`src/rtl/piso_pkg.sv`:
```
//==============================================================================
// Module   : piso_pkg
// Brief    : Shared state encoding and sizing helper for the PISO serialiser.
// Revision : 1.0 - initial release
//==============================================================================
`default_nettype none

package piso_pkg;

    typedef enum logic [1:0] {
        IDLE   = 2'd0,
        SHIFT  = 2'd1,
        PARITY = 2'd2
    } piso_state_t;

    // Wide enough to hold 0..width, so the count never aliases at full frame.
    function automatic int cnt_width(input int width);
        return $clog2(width + 1);
    endfunction

endpackage

`default_nettype wire

```
`src/rtl/piso_bitcnt.sv`:
```
//==============================================================================
// Module   : piso_bitcnt
// Brief    : Frame bit counter 0..WIDTH-1 with clear, enable and last-bit flag.
// Revision : 1.0 - initial release
//==============================================================================
`default_nettype none

module piso_bitcnt #(
    parameter int WIDTH = 8,
    parameter int CNT_W = 4
) (
    input  logic clk,
    input  logic rst,
    input  logic clr,
    input  logic en,
    output logic last
);

    localparam logic [CNT_W-1:0] c_last_val = CNT_W'(WIDTH - 1);

    logic [CNT_W-1:0] r_cnt;

    assign last = (r_cnt == c_last_val);

    // Returning to zero on the last bit leaves the counter ready for the next frame.
    always_ff @(posedge clk) begin
        if (rst || clr) begin
            r_cnt <= '0;
        end else if (en) begin
            if (last) begin
                r_cnt <= '0;
            end else begin
                r_cnt <= r_cnt + CNT_W'(1);
            end
        end
    end

endmodule

`default_nettype wire

```
`src/rtl/piso_stream.sv`:
```
//==============================================================================
// Module   : piso_stream
// Brief    : Parallel-in serial-out streamer with valid/ready on both sides.
//            Optional even-parity trailer bit enabled by PISO_PARITY_EN.
// Revision : 1.0 - initial release
//==============================================================================
`default_nettype none

module piso_stream
    import piso_pkg::*;
#(
    parameter int WIDTH     = 8,
    parameter int MSB_FIRST = 1
) (
    input  logic             clk,
    input  logic             rst,
    input  logic [WIDTH-1:0] p_in,
    input  logic             load_valid,
    output logic             load_ready,
    output logic             s_out,
    output logic             s_valid,
    input  logic             s_ready,
    output logic             empty,
    output logic             done
);

    localparam int c_cnt_w = cnt_width(WIDTH);

    piso_state_t      r_state;
    piso_state_t      w_state_nxt;
    logic [WIDTH-1:0] r_shift;
    logic [WIDTH-1:0] w_shifted;
    logic             w_data_bit;
    logic             w_cnt_last;
    logic             w_bit_hs;
    logic             w_final;
    logic             w_load;

    generate
        if (MSB_FIRST != 0) begin : g_msb_first
            assign w_data_bit = r_shift[WIDTH-1];
            assign w_shifted  = {r_shift[WIDTH-2:0], 1'b0};
        end else begin : g_lsb_first
            assign w_data_bit = r_shift[0];
            assign w_shifted  = {1'b0, r_shift[WIDTH-1:1]};
        end
    endgenerate

`ifdef PISO_PARITY_EN
    logic r_parity;

    assign w_final = (r_state == PARITY);

    always_ff @(posedge clk) begin
        if (rst) begin
            r_parity <= 1'b0;
        end else if (w_load) begin
            r_parity <= ^p_in;
        end
    end
`else
    assign w_final = (r_state == SHIFT) && w_cnt_last;
`endif

    assign s_valid    = (r_state != IDLE);
    assign empty      = (r_state == IDLE);
    assign w_bit_hs   = s_valid && s_ready;
    // Accepting during the final consumed bit is what makes frames gap-free.
    assign load_ready = (r_state == IDLE) || (w_final && s_ready);
    assign done       = w_final && s_ready;
    assign w_load     = load_valid && load_ready;

    always_comb begin
        s_out = 1'b0;
        if (r_state == SHIFT) begin
            s_out = w_data_bit;
        end
`ifdef PISO_PARITY_EN
        else if (r_state == PARITY) begin
            s_out = r_parity;
        end
`endif
    end

    always_comb begin
        w_state_nxt = r_state;
        case (r_state)
            IDLE: begin
                if (w_load) w_state_nxt = SHIFT;
            end
            SHIFT: begin
                if (w_bit_hs && w_cnt_last) begin
`ifdef PISO_PARITY_EN
                    w_state_nxt = PARITY;
`else
                    w_state_nxt = w_load ? SHIFT : IDLE;
`endif
                end
            end
            default: begin
                if (w_bit_hs) w_state_nxt = w_load ? SHIFT : IDLE;
            end
        endcase
    end

    always_ff @(posedge clk) begin
        if (rst) begin
            r_state <= IDLE;
        end else begin
            r_state <= w_state_nxt;
        end
    end

    always_ff @(posedge clk) begin
        if (rst) begin
            r_shift <= '0;
        end else if (w_load) begin
            r_shift <= p_in;
        end else if ((r_state == SHIFT) && w_bit_hs) begin
            r_shift <= w_shifted;
        end
    end

    piso_bitcnt #(
        .WIDTH (WIDTH),
        .CNT_W (c_cnt_w)
    ) u_bitcnt (
        .clk  (clk),
        .rst  (rst),
        .clr  (1'b0),
        .en   ((r_state == SHIFT) && w_bit_hs),
        .last (w_cnt_last)
    );

endmodule

`default_nettype wire

```
`config.mk`:
```
export PLATFORM = sky130hd
export DESIGN_NAME = piso_stream
export DESIGN_NICKNAME = d
export VERILOG_FILES = /design/src/rtl/piso_pkg.sv /design/src/rtl/piso_bitcnt.sv /design/src/rtl/piso_stream.sv
export SDC_FILE = /design/constraint.sdc
export NUM_CORES = 1
export LEC_CHECK = 0
export CAP_MARGIN = 20
export CORE_MARGIN = 5
export CORE_UTILIZATION = 40
export CTS_CLUSTER_SIZE = 28
export DETAILED_ROUTE_END_ITERATION = 8
export PLACE_DENSITY = 0.77
export SYNTH_ARGS = -nofsm -noshare
export SYNTH_HDL_FRONTEND = slang
export SYNTH_SLANG_ARGS = --single-unit
```
`constraint.sdc`:
```
create_clock -name clk -period 1.1 [get_ports clk]
set_input_delay 0.11 -clock clk [delete_from_list [all_inputs] [get_ports clk]]
set_output_delay 0.11 -clock clk [all_outputs]
set_load 0.05 [all_outputs]
```
Yosys cells after proc, flatten, opt, wreduce, memory -nomap -nowiden
Cells that the tools add are included.
Widths: inputs -> output; s select.
{ "classes": {"n_addsub": 1, "n_mul": 0, "div": 0, "magnitude_cmp": 0, "eq_ne": 4, "n_shift": 0, "n_mux": 9, "bitwise": 0, "n_reduce_logical": 12} }
{ "ops": {"columns": ["operator", "n"], "rows": [
  ["$mux 8", 2],
  ["$logic_and 1x1->1", 6],
  ["$mux 2", 3],
  ["$add 4x1->4 const B", 1],
  ["$eq 4x3->1 const B", 1],
  ["$mux 4", 1],
  ["$ne 2x1->1 const B", 2],
  ["$pmux 2 s2", 1],
  ["$reduce_bool 2->1", 2],
  ["$reduce_and 3->1", 1],
  ["$reduce_bool 3->1", 1],
  ["$eq 2x1->1 const B", 1],
  ["$logic_not 2->1", 1],
  ["$mux 1", 2],
  ["$logic_or 1x1->1", 1]
]} }
{ "totals": {"reg_bits": 14, "latchBits": 0, "ramBits": 0, "rom_bits": 0, "output_inout_bits": 5, "elab_cells": 29, "mem_count": 0} }

Longest topological paths before layout
Gate-level depths: netlist of the first run.
{ "logic_depth": {"ltp_word": 8, "depth_mapped": 5, "ltp_nobuf": 4} }

Hierarchy
A second synthesis of the first run with hierarchy kept.
{ "unflattened": {"hier_cells": 83, "area_unflattened_um2": 778.2} }
{ "by_module_without_submodules": {"columns": ["module", "instances", "cells_per_inst", "area_per_inst_um2", "seq_area_each_um2"], "rows": [
  ["piso_stream", 1, 63, 594.3, 180.2],
  ["piso_bitcnt", 1, 20, 183.9, 80.1]
]} }

Worst setup path after synthesis of the first run
Ideal clock, no wire load.
{ "synth_path": {"kind": "reg2reg", "startpoint": "register u_bitcnt.r_cnt[0]", "endpoint": "register r_shift[0]", "setup_time_ps": 63, "arrival_ps": 2282, "required_ps": 1037, "setup_slack_ps": -1246, "stages_incl_launch_ff": 6, "path_buffers": 1, "synth_period_minus_slack_ps": 2346, "path_cell_list": "dfxtp_1 -> ha_1 -> nand3b_1 -> buf_2 -> o21ai_0 -> a31o_2"} }
{ "synth_via": {"elab_chain_cells": 6, "elab_cells_between_ends": 7, "classes_between": "eq/ne: 1; mux: 1; reduce/logical: 5"} }
{ "synth_lines": {"columns": ["element", "line_no", "source"], "rows": [
  ["start, declared", "piso_bitcnt.sv:21", "logic [CNT_W-1:0] r_cnt;"],
  ["start signal, assigned", "piso_bitcnt.sv:33", "r_cnt <= r_cnt + CNT_W'(1);"],
  ["$eq 4x3->1 (*)", "piso_bitcnt.sv:23", "assign last = (r_cnt == c_last_val);"],
  ["$logic_and 1x1->1 (*)", "piso_stream.sv:62", "assign w_final = (r_state == SHIFT) && w_cnt_last;"],
  ["$logic_and 1x1->1 (*)", "piso_stream.sv:69", "assign load_ready = (r_state == IDLE) || (w_final && s_ready);"],
  ["$logic_or 1x1->1 (*)", "piso_stream.sv:69", null],
  ["via load_ready", "piso_stream.sv:19", "output logic load_ready,"],
  ["$logic_and 1x1->1 (*)", "piso_stream.sv:71", "assign w_load = load_valid && load_ready;"],
  ["$mux 8 / $reduce_bool 2->1 (equally long branches)", null, null],
  ["end signal, assigned", "piso_stream.sv:118", "r_shift <= p_in;"],
  ["end signal, assigned", "piso_stream.sv:120", "r_shift <= w_shifted;"],
  ["end, declared", "piso_stream.sv:31", "logic [WIDTH-1:0] r_shift;"]
]} }
The timed path passes the listed nets; every way through them passes the cells marked *.
A chain may end at the register's enable or synchronous reset.

Worst setup path after layout of the first run
{ "layout_path": {"startpoint": "register u_bitcnt.r_cnt[0]", "endpoint": "output port done"} }
{ "layout_via": {"elab_chain_cells": 3} }
{ "layout_lines": {"columns": ["element", "line_no", "source"], "rows": [
  ["$eq 4x3->1", "piso_bitcnt.sv:23", null],
  ["$logic_and 1x1->1", "piso_stream.sv:62", null],
  ["$logic_and 1x1->1", "piso_stream.sv:70", "assign done = w_final && s_ready;"],
  ["end, declared", "piso_stream.sv:24", "output logic done"]
]} }
No other way between the ends.

==> Implementation_results.wiki, run 1 <==
{| class="wikitable"
! Metric !! Value
|-
| Global-route wire length before repair || between 3000 and 4000 µm
|-
| Number of buffers inserted during clock tree synthesis || 3
|-
| Synthesized Nets || 105
|-
| Number of nets in the layout || 151
|-
| Top flip-flop cell by instance count after synthesis || sky130_fd_sc_hd__dfxtp_1
|-
| Average wire length per cell after detail routing || 14.2 µm
|-
| Top achievable clock speed || 672 MHz
|-
| Cell count after synthesis || 92
|-
| Clock share of power || 0.256
|-
| Number of placement rows || 16
|-
| Share of synthesized flip-flops with an asynchronous set or reset || 0
|-
| Syn Std Cell Area || just under 800 µm²
|-
| Reported net switching power || 372 µW
|-
| Classification of the worst-slack hold path || input port to flip-flop
|-
| Routed via count || roughly 900
|-
| Die span in y || 54.1 µm
|-
| Setup ws final || -0.388 ns
|-
| Register bit total from synthesis || 13
|-
| Cell Int Power || 846 µW
|-
| Type of origin of the critical path || flip-flop
|-
| Status || complete, but fails checks
|-
| Master cell of the clock root buffer || sky130_fd_sc_hd__clkbuf_4
|-
| Largest delay share family, worst path || flip-flops
|-
| Sw Ratio || 0.306
|-
| Number of iterations in the first detailed-routing pass || 4
|-
| Number of distinct library cells after synthesis || 27
|-
| Worst slew margin || 0.791
|-
| Clock buffer depth || 2
|-
| Fraction of final layout cells sized beyond drive strength 1 || 0.423
|-
| Worst Path Max Fanout || 3
|-
| Instance count along the most critical hold path || 3
|-
| Diode insertion count for antenna repair || 0
|-
| Worst reg-to-reg setup slack || -0.35 ns
|-
| Worst setup path class || flip-flop to output pin
|-
| Cell count after placement || about 150
|-
| Maximum number of pins on one net before global-route repair || 13
|-
| Core box area || around 0.0019 mm²
|-
| Endpoints failing setup || 16
|-
| Number of vias per cell || between 5 and 6
|-
| Leakage || 0.000554 µW
|-
| Total Routed Length || 2320 µm
|-
| Arr. time, crit path || 1.38 ns
|-
| Antenna violations before repair || 0
|-
| R2R depth || 5
|-
| Post-DP HPWL || 1550 µm
|-
| Width of the chip || 54.1 µm
|-
| # H-tree levels || 1
|-
| Detailed Route Iter0 Violations || 22
|-
| Power density cells || 904 mW/mm²
|-
| Failing checks || setup timing
|-
| Remaining antenna violation count after routing || 0
|-
| Clock tree from TritonCTS || done
|-
| Max Cap Violations || 0
|-
| Final hold slack || 0.458 ns
|-
| Total overflow reported by the global router || 0
|-
| Total of fill cells in the finished design || 130
|-
| GR Util All Layers || 0.177
|-
| Portion of total power attributed to combinational logic || 0.310
|-
| Final worst clock skew || approximately 0.0024 ns
|-
| Cell chain of the critical path || ha_4, nand3b_1, buf_4, nor2_4, buf_12
|-
| Initial standard-cell utilization of the core || 0.409
|-
| RSZ-0062 raised after global routing || yes
|-
| Overall die area || 0.00293 mm²
|-
| Number of pins with negative max-slew slack in the final report || 0
|-
| Actual transition at the worst max-transition pin || 0.312 ns
|-
| CP required || 0.99 ns
|-
| Worst path slowest cell || sky130_fd_sc_hd__dfxtp_2
|-
| Synth warnings || 0
|-
| Capturing element type of the critical path || output pin
|-
| Reg-to-reg startpoint || u_bitcnt.r_cnt[0]
|-
| Number of remaining DRC errors || 0
|-
| Ratio of final minimum period to clock period || 1.35
|-
| Number of sinks driven by the clock tree || 13
|-
| I/O pin cnt || 17
|-
| Worst skew pair latency || 0.28 ns
|-
| Final period demand of the worst path || between 1 and 1.5 ns
|-
| Post-CTS Hold Fix Bufs || 0
|-
| Startpoint of the tightest hold check path || p_in[3]
|-
| Post-synth EDFFs || 0
|-
| Register share of total power || 0.434
|-
| Worst-case hold path end point || r_shift[3]
|-
| Vias in the first global route || 851
|-
| Terminus of the critical flop-to-flop path || u_bitcnt.r_cnt[3]
|-
| Max stage delay on crit path || 0.36 ns
|-
| Start point of the critical path || u_bitcnt.r_cnt[0]
|-
| Critical path buffer and inverter count || 2
|-
| Hold violation total from the final report || 0
|-
| GP Congestion || 0.817
|-
| Worst-path clk slew || 0.09 ns
|-
| Peak VDD IR || between 0.0007 and 0.0008 V
|-
| Synthesized area divided by synthesized cell count || 8.46 µm²
|-
| Number of buffer cells added on primary ports || 16
|-
| Area growth syn-to-layout || 73.2%
|-
| Sequential element share of the synthesized area || 0.334
|-
| Number of standard cells in the layout, taps in and fillers out || ~160
|}
## routing by layer
metal,track usage,part of all wire,up-vias
li1,-,-,441
met5,0,0,-
met1,0.225,0.42,420
met4,0.0747,0.0082,0
met2,0.294,0.52,33
met3,0.0277,0.053,2
## Yosys cell counts (all sizes together), types with 2 or more instances
cell type	n	area, µm²
a21oi	4	20.0
buf	5	27.5
dfxtp	13	260
inv	3	11.3
mux2	2	22.5
mux2i	6	60.1
nand2	4	17.5
nand2b	3	18.8
nand3	3	15.0
nand3b	13	97.6
nor2	9	33.8
nor4	8	50.1
o21ai	2	10.0
o22ai	2	12.5
o32ai	5	43.8
## layout make-up
cell class                      count  area (µm²)  share of cell area
Multi-Input combinational cell     70         549               0.408
Timing Repair Buffer               47         457               0.339
Sequential cell                    13         267               0.198
Tap cell                           27        33.8              0.0251
Clock buffer                        4        26.3              0.0195
Inverter                            3        15.0              0.0111
## power by group through the flow
stage	sequential [µW]	combinational (µW)	clock, µW
after CTS	528	358	320
after global routing	532	405	337
after detailed placement	539	332	0
final	528	377	312
after global placement	538	327	0
after floorplan	544	165	0
## layout by cell type (no fill, tap or decap), drive strengths merged, types with 2 or more instances in the layout
| master | count |
|---|---|
| nor2 | 9 |
| a21oi | 4 |
| o21ai | 2 |
| inv | 2 |
| nand2b | 3 |
| buf | 36 |
| nor4 | 8 |
| nand2 | 4 |
| o22ai | 2 |
| mux2i | 6 |
| nand3 | 3 |
| clkdlybuf4s50 | 11 |
| clkbuf | 4 |
| o32ai | 5 |
| dfxtp | 13 |
| mux2 | 2 |
| nand3b | 13 |
## what timing repair did
| action | CTS | global route |
|---|---|---|
| setup buffers | 5 | 1 |
| gates cloned | 0 | 0 |
| endpoints found under the setup margin | 15 | 16 |
| pin swaps | 6 | 4 |
| gates resized for setup | 9 | 6 |
## cells by family (layout without fill, tap and decap cells)
kind of cell | count (synthesis) | in the layout | share of synthesized area
buf+inv | 9 | 54 | 0.0547
compound gates | 15 | 15 | 0.132
simple gates | 45 | 45 | 0.346
fa+ha+maj | 1 | 1 | 0.0161
flops | 13 | 13 | 0.334
mux | 8 | 8 | 0.106
xor+xnor | 1 | 1 | 0.0113
## sequential cells by signal, summed over array words and instances (netlist names)
name	cells
u_bitcnt.r_cnt	4
r_shift	8
r_state	1
## tightest hold or removal path, cell delays in order
cell	delay (ns)
sky130_fd_sc_hd__clkdlybuf4s50_1	0.41
sky130_fd_sc_hd__o32ai_1	0.11
sky130_fd_sc_hd__nor4_1	0.07
## worst max-delay path by stage
stage / cells past startpoint / slack [ns] / to
floorplan: 3 / -0.26 / r_shift[3]
global placement: 5 / -0.29 / r_shift[6]
detailed placement: 4 / -0.33 / r_shift[5]
CTS: 5 / -0.39 / done
global route: 5 / -0.48 / done
finish: 5 / -0.39 / done
## through the flow
stage	power (µW)	cell area, µm²	utilization	setup TNS, ns	setup slack, ns
3_3_place_gp	865	1210	0.636	-3.33	-0.295
2_1_floorplan	709	828	-	-2.11	-0.255
6_report	1220	1350	0.709	-3.67	-0.388
3_5_place_dp	871	1210	0.636	-3.84	-0.332
5_1_grt	1270	1350	0.709	-5.31	-0.482
4_1_cts	1210	1310	0.689	-3.43	-0.389
No activity file was read; power rests on OpenSTA's default activity.
==> inputs of run 2 (changes only) <==
--- a/config.mk
+++ b/config.mk
@@ -5,12 +5,11 @@
 export SDC_FILE = /design/constraint.sdc
 export NUM_CORES = 1
 export LEC_CHECK = 0
-export CAP_MARGIN = 20
 export CORE_MARGIN = 5
-export CORE_UTILIZATION = 40
+export CORE_UTILIZATION = 43
 export CTS_CLUSTER_SIZE = 28
 export DETAILED_ROUTE_END_ITERATION = 8
-export PLACE_DENSITY = 0.77
+export PLACE_DENSITY = 0.81
 export SYNTH_ARGS = -nofsm -noshare
 export SYNTH_HDL_FRONTEND = slang
 export SYNTH_SLANG_ARGS = --single-unit
==> Implementation_results.wiki, run 2 (synthesis results as in run 1) <==
{| class="wikitable"
! Metric !! Value
|-
| Status || complete, but fails checks
|-
| Failing checks || setup timing
|-
| Post-route standard cell area excluding fillers || 0.00133 mm²
|-
| Number of vias per cell || roughly 5.9
|-
| Largest delay share family, worst path || flip-flops
|-
| Type of origin of the critical path || flip-flop
|-
| Largest registers || r_shift x8, u_bitcnt.r_cnt x4, r_state x1
|-
| Detailed Route Iter0 Violations || 52
|-
| Remaining antenna violation count after routing || 0
|-
| Post-CTS Hold Fix Bufs || 0
|-
| Number of standard cells in the layout, taps in and fillers out || 160
|-
| Number of pins with negative max-slew slack in the final report || 0
|-
| Leakage || ~0.00055 µW
|-
| Total of fill cells in the finished design || approximately 110
|-
| Number of iterations in the first detailed-routing pass || 5
|-
| GR Util All Layers || 0.207
|-
| Number of placement rows || 15
|-
| Max stage delay on crit path || 0.36 ns
|-
| Final worst clock skew || just over 0.003 ns
|-
| Cell chain of the critical path || ha_4, nand3b_1, buf_12, o21ai_4, buf_12
|-
| Fraction of final layout cells sized beyond drive strength 1 || 0.407
|-
| Start point of the critical path || u_bitcnt.r_cnt[0]
|-
| Worst path slowest cell || sky130_fd_sc_hd__dfxtp_2
|-
| Reported net switching power || 377 µW
|-
| R2R depth || 7
|-
| Classification of the worst-slack hold path || input port to flip-flop
|-
| Peak VDD IR || ~0.00076 V
|-
| Worst Path Max Fanout || 2
|-
| Hold violation total from the final report || 0
|-
| Vias in the first global route || 949
|-
| Maximum number of pins on one net before global-route repair || 14
|-
| Cell Int Power || 837 µW
|-
| Sequential Area || 267 µm²
|-
| Reg-to-reg startpoint || u_bitcnt.r_cnt[0]
|-
| Clock tree from TritonCTS || done
|-
| GP Congestion || 0.829
|-
| Master cell of the clock root buffer || sky130_fd_sc_hd__clkbuf_4
|-
| # H-tree levels || 1
|-
| Final total negative setup slack || -4.31 ns
|-
| Routed via count || approximately 950
|-
| Core box area || roughly 0.0017 mm²
|-
| Max reg flops || 8
|-
| Average wire length per cell after detail routing || approximately 17 µm
|-
| Number of buffer cells added on primary ports || 16
|-
| Global-route wire length before repair || 4250 µm
|-
| Overall power after layout || 1210 µW
|-
| Antenna violations before repair || 0
|-
| Multi-input gate area || 537 µm²
|-
| Clock share of power || 0.250
|-
| Critical path buffer and inverter count || 2
|-
| End point of the critical path || load_ready
|-
| Core utilization of the finished layout || 0.772
|-
| Ratio of final minimum period to clock period || 1.35
|-
| Placed standard-cell area || between 0.001 and 0.0015 mm²
|-
| Most frequent standard cell in the layout excluding fill and tap cells || sky130_fd_sc_hd__buf_4
|-
| Worst skew pair latency || about 0.28 ns
|-
| Worst reg-to-reg setup slack || -0.36 ns
|-
| Sw Ratio || 0.311
|-
| Portion of total power attributed to combinational logic || 0.311
|-
| Capturing element type of the critical path || output pin
|-
| Power density cells || 910 mW/mm²
|-
| RSZ-0062 raised after global routing || yes
|-
| Number of remaining DRC errors || 0
|-
| Post-DP HPWL || 1690 µm
|-
| Worst-path clk slew || approximately 0.080 ns
|-
| Clock buffer depth || 2
|-
| Cell count after placement || 147
|-
| Count of cell instances traversed by the critical path || 5
|-
| Initial standard-cell utilization of the core || 0.451
|-
| Area growth syn-to-layout || 71.4%
|-
| Register with the most flip-flops || r_shift
|-
| Number of sinks driven by the clock tree || 13
|-
| Final period demand of the worst path || 1.48 ns
|-
| I/O pin cnt || 17
|-
| Terminus of the critical flop-to-flop path || r_shift[7]
|-
| Diode insertion count for antenna repair || 0
|-
| Worst setup path class || flip-flop to output pin
|-
| Overall die area || 0.00276 mm²
|-
| Total Routed Length || about 2800 µm
|-
| Number of buffers inserted during clock tree synthesis || 3
|-
| Number of nets in the layout || 149
|-
| Arr. time, crit path || 1.37 ns
|-
| CP required || 0.99 ns
|-
| Total overflow reported by the global router || 0
|-
| Width of the chip || 52.5 µm
|-
| Commonest cells after routing, fill and taps aside || 22 x sky130_fd_sc_hd__buf_4, 13 x sky130_fd_sc_hd__nand3b_1, 11 x sky130_fd_sc_hd__clkdlybuf4s50_1, 10 x sky130_fd_sc_hd__dfxtp_1, 8 x sky130_fd_sc_hd__nor2_1
|-
| Setup ws final || -0.381 ns
|-
| Cell repeated most along the worst path || sky130_fd_sc_hd__buf_12
|-
| Endpoints failing setup || 15
|-
| Top achievable clock speed || 675 MHz
|-
| Register share of total power || 0.439
|-
| Max Cap Violations || 0
|-
| Actual transition at the worst max-transition pin || about 0.36 ns
|-
| Worst slew margin || 0.757
|-
| Die span in y || between 50 and 60 µm
|}
==> run 2: stage by stage <==
step                hold WS (ns)  setup WS, ns
finish                     0.476        -0.381
global route               0.502        -0.430
CTS                        0.481        -0.393
detailed placement         0.507        -0.399
global placement           0.502        -0.354
floorplan                  0.189        -0.255
==> run 2: metal layers <==
layer	vias to the layer above	GRT usage	routed length (µm)
li1	434	-	-
met1	441	0.220	1070
met2	58	0.360	1340
met3	15	0.0570	241
met4	0	0.123	113
met5	-	0	0
==> run 2: area by class of cell <==
class	instances	share of cell area
Clock buffer	4	0.0197
Sequential cell	13	0.200
Inverter	3	0.0113
Multi-Input combinational cell	70	0.402
Timing Repair Buffer	45	0.343
Tap cell	25	0.0235
==> run 2: repair_timing <==
item	in CTS	in global routing
endpoints found under the setup margin	16	17
buffers inserted	7	2
gates resized for setup	9	5
cloned	0	0
pin swaps	3	3
==> run 2: power by group through the flow <==
stage / logic (µW) / registers (µW) / clock network [µW]
floorplan: 165 / 544 / 0
global placement: 308 / 537 / 0
detailed placement: 317 / 539 / 0
CTS: 345 / 530 / 306
global route: 395 / 535 / 328
finish: 377 / 533 / 304
==> run 2: worst min-delay path, cell delays in order <==
cell                              delay, ns
sky130_fd_sc_hd__clkdlybuf4s50_1       0.42
sky130_fd_sc_hd__o32ai_1               0.11
sky130_fd_sc_hd__nor4_1                0.07
==> run 2: how the worst min path moves through the flow <==
stage / start / to / cells past startpoint / slack (ns)
after floorplan: rst / r_shift[1] / 1 / 0.19
final: p_in[6] / r_shift[6] / 3 / 0.48
after global routing: p_in[6] / r_shift[6] / 3 / 0.50
after CTS: p_in[6] / r_shift[6] / 3 / 0.48
after global placement: r_shift[6] / r_shift[6] / 2 / 0.50
after detailed placement: r_shift[2] / r_shift[2] / 2 / 0.51
